### config.mk
export PLATFORM = sky130hd
export DESIGN_NAME = etapa_busqueda_flat
export DESIGN_NICKNAME = d
export VERILOG_FILES = /design/src/rtl/etapa_busqueda_pkg.sv /design/src/rtl/etapa_busqueda_if.sv /design/src/rtl/etapa_busqueda_registro_pc.sv /design/src/rtl/etapa_busqueda.sv /design/src/flat_wrapper.sv
export SDC_FILE = /design/constraint.sdc
export NUM_CORES = 1
export LEC_CHECK = 0
export CORE_AREA = 2 2 134 136
export CTS_CLUSTER_SIZE = 14
export DETAILED_ROUTE_END_ITERATION = 16
export DIE_AREA = 0 0 136 138
export PLACE_DENSITY = 0.77
export SYNTH_ARGS = -nofsm -noshare
export SYNTH_HDL_FRONTEND = slang
export SYNTH_HIERARCHICAL = 1
export SYNTH_SLANG_ARGS = --single-unit
### constraint.sdc
create_clock -name clk -period 2.7 [get_ports clk]
set_input_delay 0.675 -clock clk [delete_from_list [all_inputs] [get_ports clk]]
set_output_delay 0.675 -clock clk [all_outputs]
set_load 0.05 [all_outputs]
### src/rtl/etapa_busqueda_pkg.sv
// Shared CPU constants and types for the instruction-fetch stage.
package pkg_cpu;

    localparam int          ANCHO_PALABRA = 32;
    localparam logic [31:0] INCREMENTO_PC = 32'd4;
    localparam logic [31:0] PC_REINICIO   = 32'd0;

    typedef enum logic {
        VACIO = 1'b0,
        LLENO = 1'b1
    } estado_t;

    // The PC only ever holds word addresses; low bits of a target are dropped.
    function automatic logic [ANCHO_PALABRA-1:0] alinear(input logic [ANCHO_PALABRA-1:0] d);
        return {d[ANCHO_PALABRA-1:2], 2'b00};
    endfunction

endpackage

### src/rtl/etapa_busqueda_if.sv
// Fetch-stage bus: instruction memory port, decode handshake, redirect and status.
interface etapa_busqueda_if;
    import pkg_cpu::*;

    logic [ANCHO_PALABRA-1:0] dir;
    logic [ANCHO_PALABRA-1:0] instr_mem;
    logic [ANCHO_PALABRA-1:0] instr_out;
    logic [ANCHO_PALABRA-1:0] pc_out;
    logic [ANCHO_PALABRA-1:0] pc_mas4_out;
    logic                     valid_out;
    logic                     ready_in;
    logic                     salto_valido;
    logic [ANCHO_PALABRA-1:0] salto_dir;
    logic                     error_alineacion;
    logic [ANCHO_PALABRA-1:0] contador_instr;

    modport master (
        output dir, instr_out, pc_out, pc_mas4_out, valid_out,
               error_alineacion, contador_instr,
        input  instr_mem, ready_in, salto_valido, salto_dir
    );

    modport slave (
        input  dir, instr_out, pc_out, pc_mas4_out, valid_out,
               error_alineacion, contador_instr,
        output instr_mem, ready_in, salto_valido, salto_dir
    );

endinterface

### src/rtl/etapa_busqueda_registro_pc.sv
// Program counter with hold/+4/redirect next-value select and sticky alignment flag.
module registro_pc
    import pkg_cpu::*;
#(
    parameter logic [ANCHO_PALABRA-1:0] RESET_PC = PC_REINICIO
) (
    input  logic                     clk,
    input  logic                     reset,
    input  logic                     carga,
    input  logic                     salto_valido,
    input  logic [ANCHO_PALABRA-1:0] salto_dir,
    output logic [ANCHO_PALABRA-1:0] pc,
    output logic [ANCHO_PALABRA-1:0] pc_mas4,
    output logic                     error_alineacion
);

    logic [ANCHO_PALABRA-1:0] pc_d, pc_q;
    logic                     err_d, err_q;

    assign pc_mas4 = pc_q + INCREMENTO_PC;

    always_comb begin
        pc_d  = pc_q;
        err_d = err_q;
        if (salto_valido) begin
            pc_d = alinear(salto_dir);
            if (salto_dir[1:0] != 2'b00) begin
                err_d = 1'b1;
            end
        end else if (carga) begin
            pc_d = pc_mas4;
        end
    end

    always_ff @(posedge clk) begin
        if (reset) begin
            pc_q  <= RESET_PC;
            err_q <= 1'b0;
        end else begin
            pc_q  <= pc_d;
            err_q <= err_d;
        end
    end

    assign pc               = pc_q;
    assign error_alineacion = err_q;

endmodule

### src/rtl/etapa_busqueda.sv
// Instruction-fetch stage: PC, one-entry output register to decode, redirects, transfer count.
//   state | meaning
//   VACIO | output register holds no live instruction (valid_out=0)
//   LLENO | output register holds a live instruction awaiting decode (valid_out=1)
module etapa_busqueda
    import pkg_cpu::*;
#(
    parameter logic [ANCHO_PALABRA-1:0] RESET_PC = PC_REINICIO
) (
    input  logic              clk,
    input  logic              reset,
    etapa_busqueda_if.master  bus
);

    estado_t                  state_d, state_q;
    logic [ANCHO_PALABRA-1:0] instr_d, instr_q;
    logic [ANCHO_PALABRA-1:0] pc_out_d, pc_out_q;
    logic [ANCHO_PALABRA-1:0] pc_mas4_d, pc_mas4_q;
    logic [ANCHO_PALABRA-1:0] cnt_d, cnt_q;
    logic [ANCHO_PALABRA-1:0] pc;
    logic [ANCHO_PALABRA-1:0] pc_mas4;
    logic                     carga;
    logic                     transfer;
    logic                     error_alineacion;

    registro_pc #(
        .RESET_PC (RESET_PC)
    ) u_registro_pc (
        .clk              (clk),
        .reset            (reset),
        .carga            (carga),
        .salto_valido     (bus.salto_valido),
        .salto_dir        (bus.salto_dir),
        .pc               (pc),
        .pc_mas4          (pc_mas4),
        .error_alineacion (error_alineacion)
    );

    // An empty register always refills; a full one refills only when decode takes it.
    always_comb begin
        carga    = ((state_q == VACIO) || bus.ready_in) && !bus.salto_valido;
        transfer = (state_q == LLENO) && bus.ready_in && !bus.salto_valido;

        state_d   = state_q;
        instr_d   = instr_q;
        pc_out_d  = pc_out_q;
        pc_mas4_d = pc_mas4_q;
        cnt_d     = cnt_q;

        if (bus.salto_valido) begin
            state_d = VACIO;
        end else if (carga) begin
            state_d   = LLENO;
            instr_d   = bus.instr_mem;
            pc_out_d  = pc;
            pc_mas4_d = pc_mas4;
        end

        if (transfer) begin
            cnt_d = cnt_q + 32'd1;
        end
    end

    always_ff @(posedge clk) begin
        if (reset) begin
            state_q   <= VACIO;
            instr_q   <= '0;
            pc_out_q  <= '0;
            pc_mas4_q <= '0;
            cnt_q     <= '0;
        end else begin
            state_q   <= state_d;
            instr_q   <= instr_d;
            pc_out_q  <= pc_out_d;
            pc_mas4_q <= pc_mas4_d;
            cnt_q     <= cnt_d;
        end
    end

    assign bus.dir              = pc;
    assign bus.instr_out        = instr_q;
    assign bus.pc_out           = pc_out_q;
    assign bus.pc_mas4_out      = pc_mas4_q;
    assign bus.valid_out        = (state_q == LLENO);
    assign bus.error_alineacion = error_alineacion;
    assign bus.contador_instr   = cnt_q;

endmodule

### src/flat_wrapper.sv
// flat-port wrapper written by rule: the top's interface ports become plain ports
module etapa_busqueda_flat import pkg_cpu::*;
#(
    parameter logic [ANCHO_PALABRA-1:0] RESET_PC = PC_REINICIO
)
  (clk, reset, bus_dir, bus_instr_out, bus_pc_out, bus_pc_mas4_out, bus_valid_out, bus_error_alineacion, bus_contador_instr, bus_instr_mem, bus_ready_in, bus_salto_valido, bus_salto_dir);
  etapa_busqueda_if bus_i ();
  input  logic clk;
  input  logic reset;
  output wire logic [$bits(bus_i.dir)-1:0] bus_dir;
  output wire logic [$bits(bus_i.instr_out)-1:0] bus_instr_out;
  output wire logic [$bits(bus_i.pc_out)-1:0] bus_pc_out;
  output wire logic [$bits(bus_i.pc_mas4_out)-1:0] bus_pc_mas4_out;
  output wire logic [$bits(bus_i.valid_out)-1:0] bus_valid_out;
  output wire logic [$bits(bus_i.error_alineacion)-1:0] bus_error_alineacion;
  output wire logic [$bits(bus_i.contador_instr)-1:0] bus_contador_instr;
  input wire logic [$bits(bus_i.instr_mem)-1:0] bus_instr_mem;
  input wire logic [$bits(bus_i.ready_in)-1:0] bus_ready_in;
  input wire logic [$bits(bus_i.salto_valido)-1:0] bus_salto_valido;
  input wire logic [$bits(bus_i.salto_dir)-1:0] bus_salto_dir;
  assign bus_dir = bus_i.dir;
  assign bus_instr_out = bus_i.instr_out;
  assign bus_pc_out = bus_i.pc_out;
  assign bus_pc_mas4_out = bus_i.pc_mas4_out;
  assign bus_valid_out = bus_i.valid_out;
  assign bus_error_alineacion = bus_i.error_alineacion;
  assign bus_contador_instr = bus_i.contador_instr;
  assign bus_i.instr_mem = bus_instr_mem;
  assign bus_i.ready_in = bus_ready_in;
  assign bus_i.salto_valido = bus_salto_valido;
  assign bus_i.salto_dir = bus_salto_dir;
  etapa_busqueda #(.RESET_PC(RESET_PC)) u_core (.clk(clk), .reset(reset), .bus(bus_i));
endmodule
==> key figures <==
Clock tree
  – Root Buffer: clkbuf_16
  – Post-CTS Setup Repair Bufs: 0
  – CTS Buffer Depth: 2
  – CTS tree: yes
  – CTS Buf Count: 17
  – Deepest level of the CTS H-tree: 4
  – Sink Count: 160
  – Hold buffers post-CTS: 0
  – Clock Pin Slew Worst Setup and Hold Paths: about 0.07 ns
  – Clock Latency Late Sink: roughly 0.43 ns
  – Cts repair resizes: 0

Cells and area
  – Area grow syn2layout: 44.51%
  – # nets final: 1,195
  – Final design instance area without fill: 0.01031 mm2
  – Multi-input logic area: roughly 0.0036 mm2
  – Register Area: about 0.0032 mm2
  – Non-Filler Instances: approximately 1,400
  – Antenna diode count: 0
  – Share of layout cells above drive strength 1: ~8.4%
  – Final core occ: 58.80%
  – # fillers: 1,624

Placed design
  – DP Worst Slack: -0.03274 ns
  – Final weighted congestion in routability-driven placement: 0.9150
  – Placed cell areas: between 0.009 and 0.01 mm2
  – Final HPWL DP: 14.72 mm
  – Placed insts: 1,335
  – # port buffers: between 200 and 250

Global route
  – Global-route wire length before repair: ~34 mm
  – Largest net degree at the start of global routing: a little under 100
  – Total global routing overflow: 0
  – Vias in the first global route: between 6,000 and 7,000
  – GRT Util Overall: 22.05%
  – Initial antenna violation count: 0

STA
  – Worst-margin pin slew: between 1 and 1.5 ns
  – Final Slew Violations: 0
  – # setup viols final: 0
  – Max Clock Skew: roughly 0.0064 ns
  – Post-route setup slack: roughly 0.11 ns
  – Maximum clock frequency: 385.4 MHz
  – Final-report hold violation count: 0
  – Final worst hold slack: about 0.45 ns
  – Crit share post-route: between 90% and 100%
  – Fin crit period: 2.594 ns
  – Unrepaired setup endpoints after global routing: false
  – Max transition margin: a little under a third

Power and ir drop
  – Worst vdd ir: around 0.43 mV
  – Pwr dens: approximately 570 mW/mm2
  – Pleak: ~3.6 nW

Job
  – Number of max-cap violations: 0

Route
  – Iteration-0 DRC Markers: around 550
  – Post-route DRC: 0
  – TritonRoute pass-1 iters: 5
  – Vias/cell: between 5 and 6
  – Final wirelength: approximately 21 mm
  – Post-route ant nets: 0
  – DR vias: 7,166
  – WL/cell: 15.53 um

Logic synthesis
  – Prevailing post-synth register cell: dfxtp_1
  – Synth area leader: dfxtp_1
  – Top-area cell type share of the netlist area: approximately 45%
  – Post-synth ARST share: 0%
  – Sequential fraction of the synthesis area: 44.90%
  – Cells after synthesis: approximately 900
  – Top cells by area, synth: dfxtp_1 (45%), nand2_1 (12%), a21oi_1 (7.6%)
  – Synthesized area: a little over 0.007 mm2
  – Synth cell types: 57
  – Commonest cells in the netlist: nand2_1 (227), dfxtp_1 (160), a21oi_1 (108)
  – Number of synthesized flops with an enable pin: 0
  – Mean post-synth cell area: approximately 7.9 um2
  – Yosys warns: 6
  – Most common cell in the netlist: nand2_1
  – Yosys reg bits: 160

Status
  – Status: complete, no violations

Worst setup path
  – CP Data Arrival Time: about 1.9 ns
  – Critical path cell sequence: clkdlybuf4s50_1
  – Crit path max fanout: 9
  – Crit Path Class: reg -> out
  – Worst setup EP type: output port
  – Critical Path Start: u_core/u_registro_pc/pc[19]
  – CP max-delay cell: clkdlybuf4s50_1
  – Cell family with most CP delay: buffers and inverters
  – Setup slack, reg-to-reg: between 0.5 and 0.6 ns
  – Critical path buffer and inverter count: 1
  – Max stage delay on crit path: roughly 0.9 ns
  – Crit path required time: around 2 ns
  – Critical path startpoint category: register
  – Reg2Reg Launch Point: u_core/u_registro_pc/pc[16]

Die
  – I/O pin cnt: 230
  – Initial Util: around two fifths
  – Die area: between 0.015 and 0.02 mm2
  – Core Box Area: 0.01753 mm2
  – Die Wd: approximately 140 um
  – Row Count: 49
  – Die height: 138 um

Worst hold path
  – Min-delay src: u_core/u_registro_pc/error_alineacion
  – HP Class: reg -> reg
-- registers in the layout, summed over array words and instances (netlist names) --
signal / flops
u_core/u_registro_pc/pc: 30
u_core/bus.pc_mas4_out: 32
u_core/bus.pc_out: 32
u_core/bus.contador_instr: 32
u_core/bus.valid_out: 1
u_core/u_registro_pc/error_alineacion: 1
u_core/bus.instr_out: 32
-- final timing paths --
path,endpoint,cells past startpoint
setup reg to reg,u_core/u_registro_pc/pc[27],4
hold reg to reg,u_core/u_registro_pc/error_alineacion,2
setup / recovery,bus_dir[19],1
hold / removal,u_core/u_registro_pc/error_alineacion,2
-- metrics by stage --
| stage | TNS (ns) | total power, mW |
|---|---|---|
| global route | 0 | 6.137 |
| global placement | -0.01488 | 3.642 |
| detailed placement | -0.06061 | 3.653 |
| floorplan | 0 | 3.240 |
| CTS | 0 | 5.970 |
| finish | 0 | 5.919 |
-- cell usage in the layout (no fill, tap or decap), drive strengths merged, types with 8 or more instances in the layout --
cell type and instances:
and4 10, xor2 21, or3 9, clkbuf 19
or4 8, xnor2 46, nand2 228, nor3 23
nand4 25, clkdlybuf4s50 226, dfxtp 160, buf 42
nor4 16, nand3 26, and3 8, nor2 65
inv 18, a21oi 108, a211oi 13
-- report_power, final --
| group | internal, mW | switching [mW] | leakage (nW) | total (mW) |
|---|---|---|---|---|
| sequential | 2.46 | 0.105 | 1.31 | 2.57 |
| combinational | 0.378 | 0.655 | 2.04 | 1.03 |
| clock | 1.31 | 1.00 | 0.264 | 2.32 |
-- layout make-up --
type / count / area share (%)
inverter: 17 / 0.6311
clock buffer: 19 / 4.393
tap: 229 / 2.779
multi-input combinational: 661 / 34.67
sequential: 160 / 31.07
timing repair buffer: 268 / 25.36
clock inverter: 13 / 1.092
-- routing by layer --
metal | GRT usage [%] | vias to the layer above | part of all wire (%)
met5 | 0 | - | 0
met4 | 7.346 | 0 | 2.0
met3 | 6.161 | 34 | 8.4
met2 | 36.10 | 295 | 47
met1 | 27.88 | 3320 | 43
li1 | - | 3517 | -
-- cell families after synthesis --
logic type	after synthesis	synth area share (%)
xor gates and xnor gates	67	8.225
and+or+nand+nor	431	28.32
muxes	2	0.2981
adders and majority gates	2	0.3507
DFF	160	44.90
other	1	0.05256
AOI/OAI and AO/OA	155	12.59
buffers and inverters	86	5.261
Note: power is estimated with default switching activity, not from simulation.
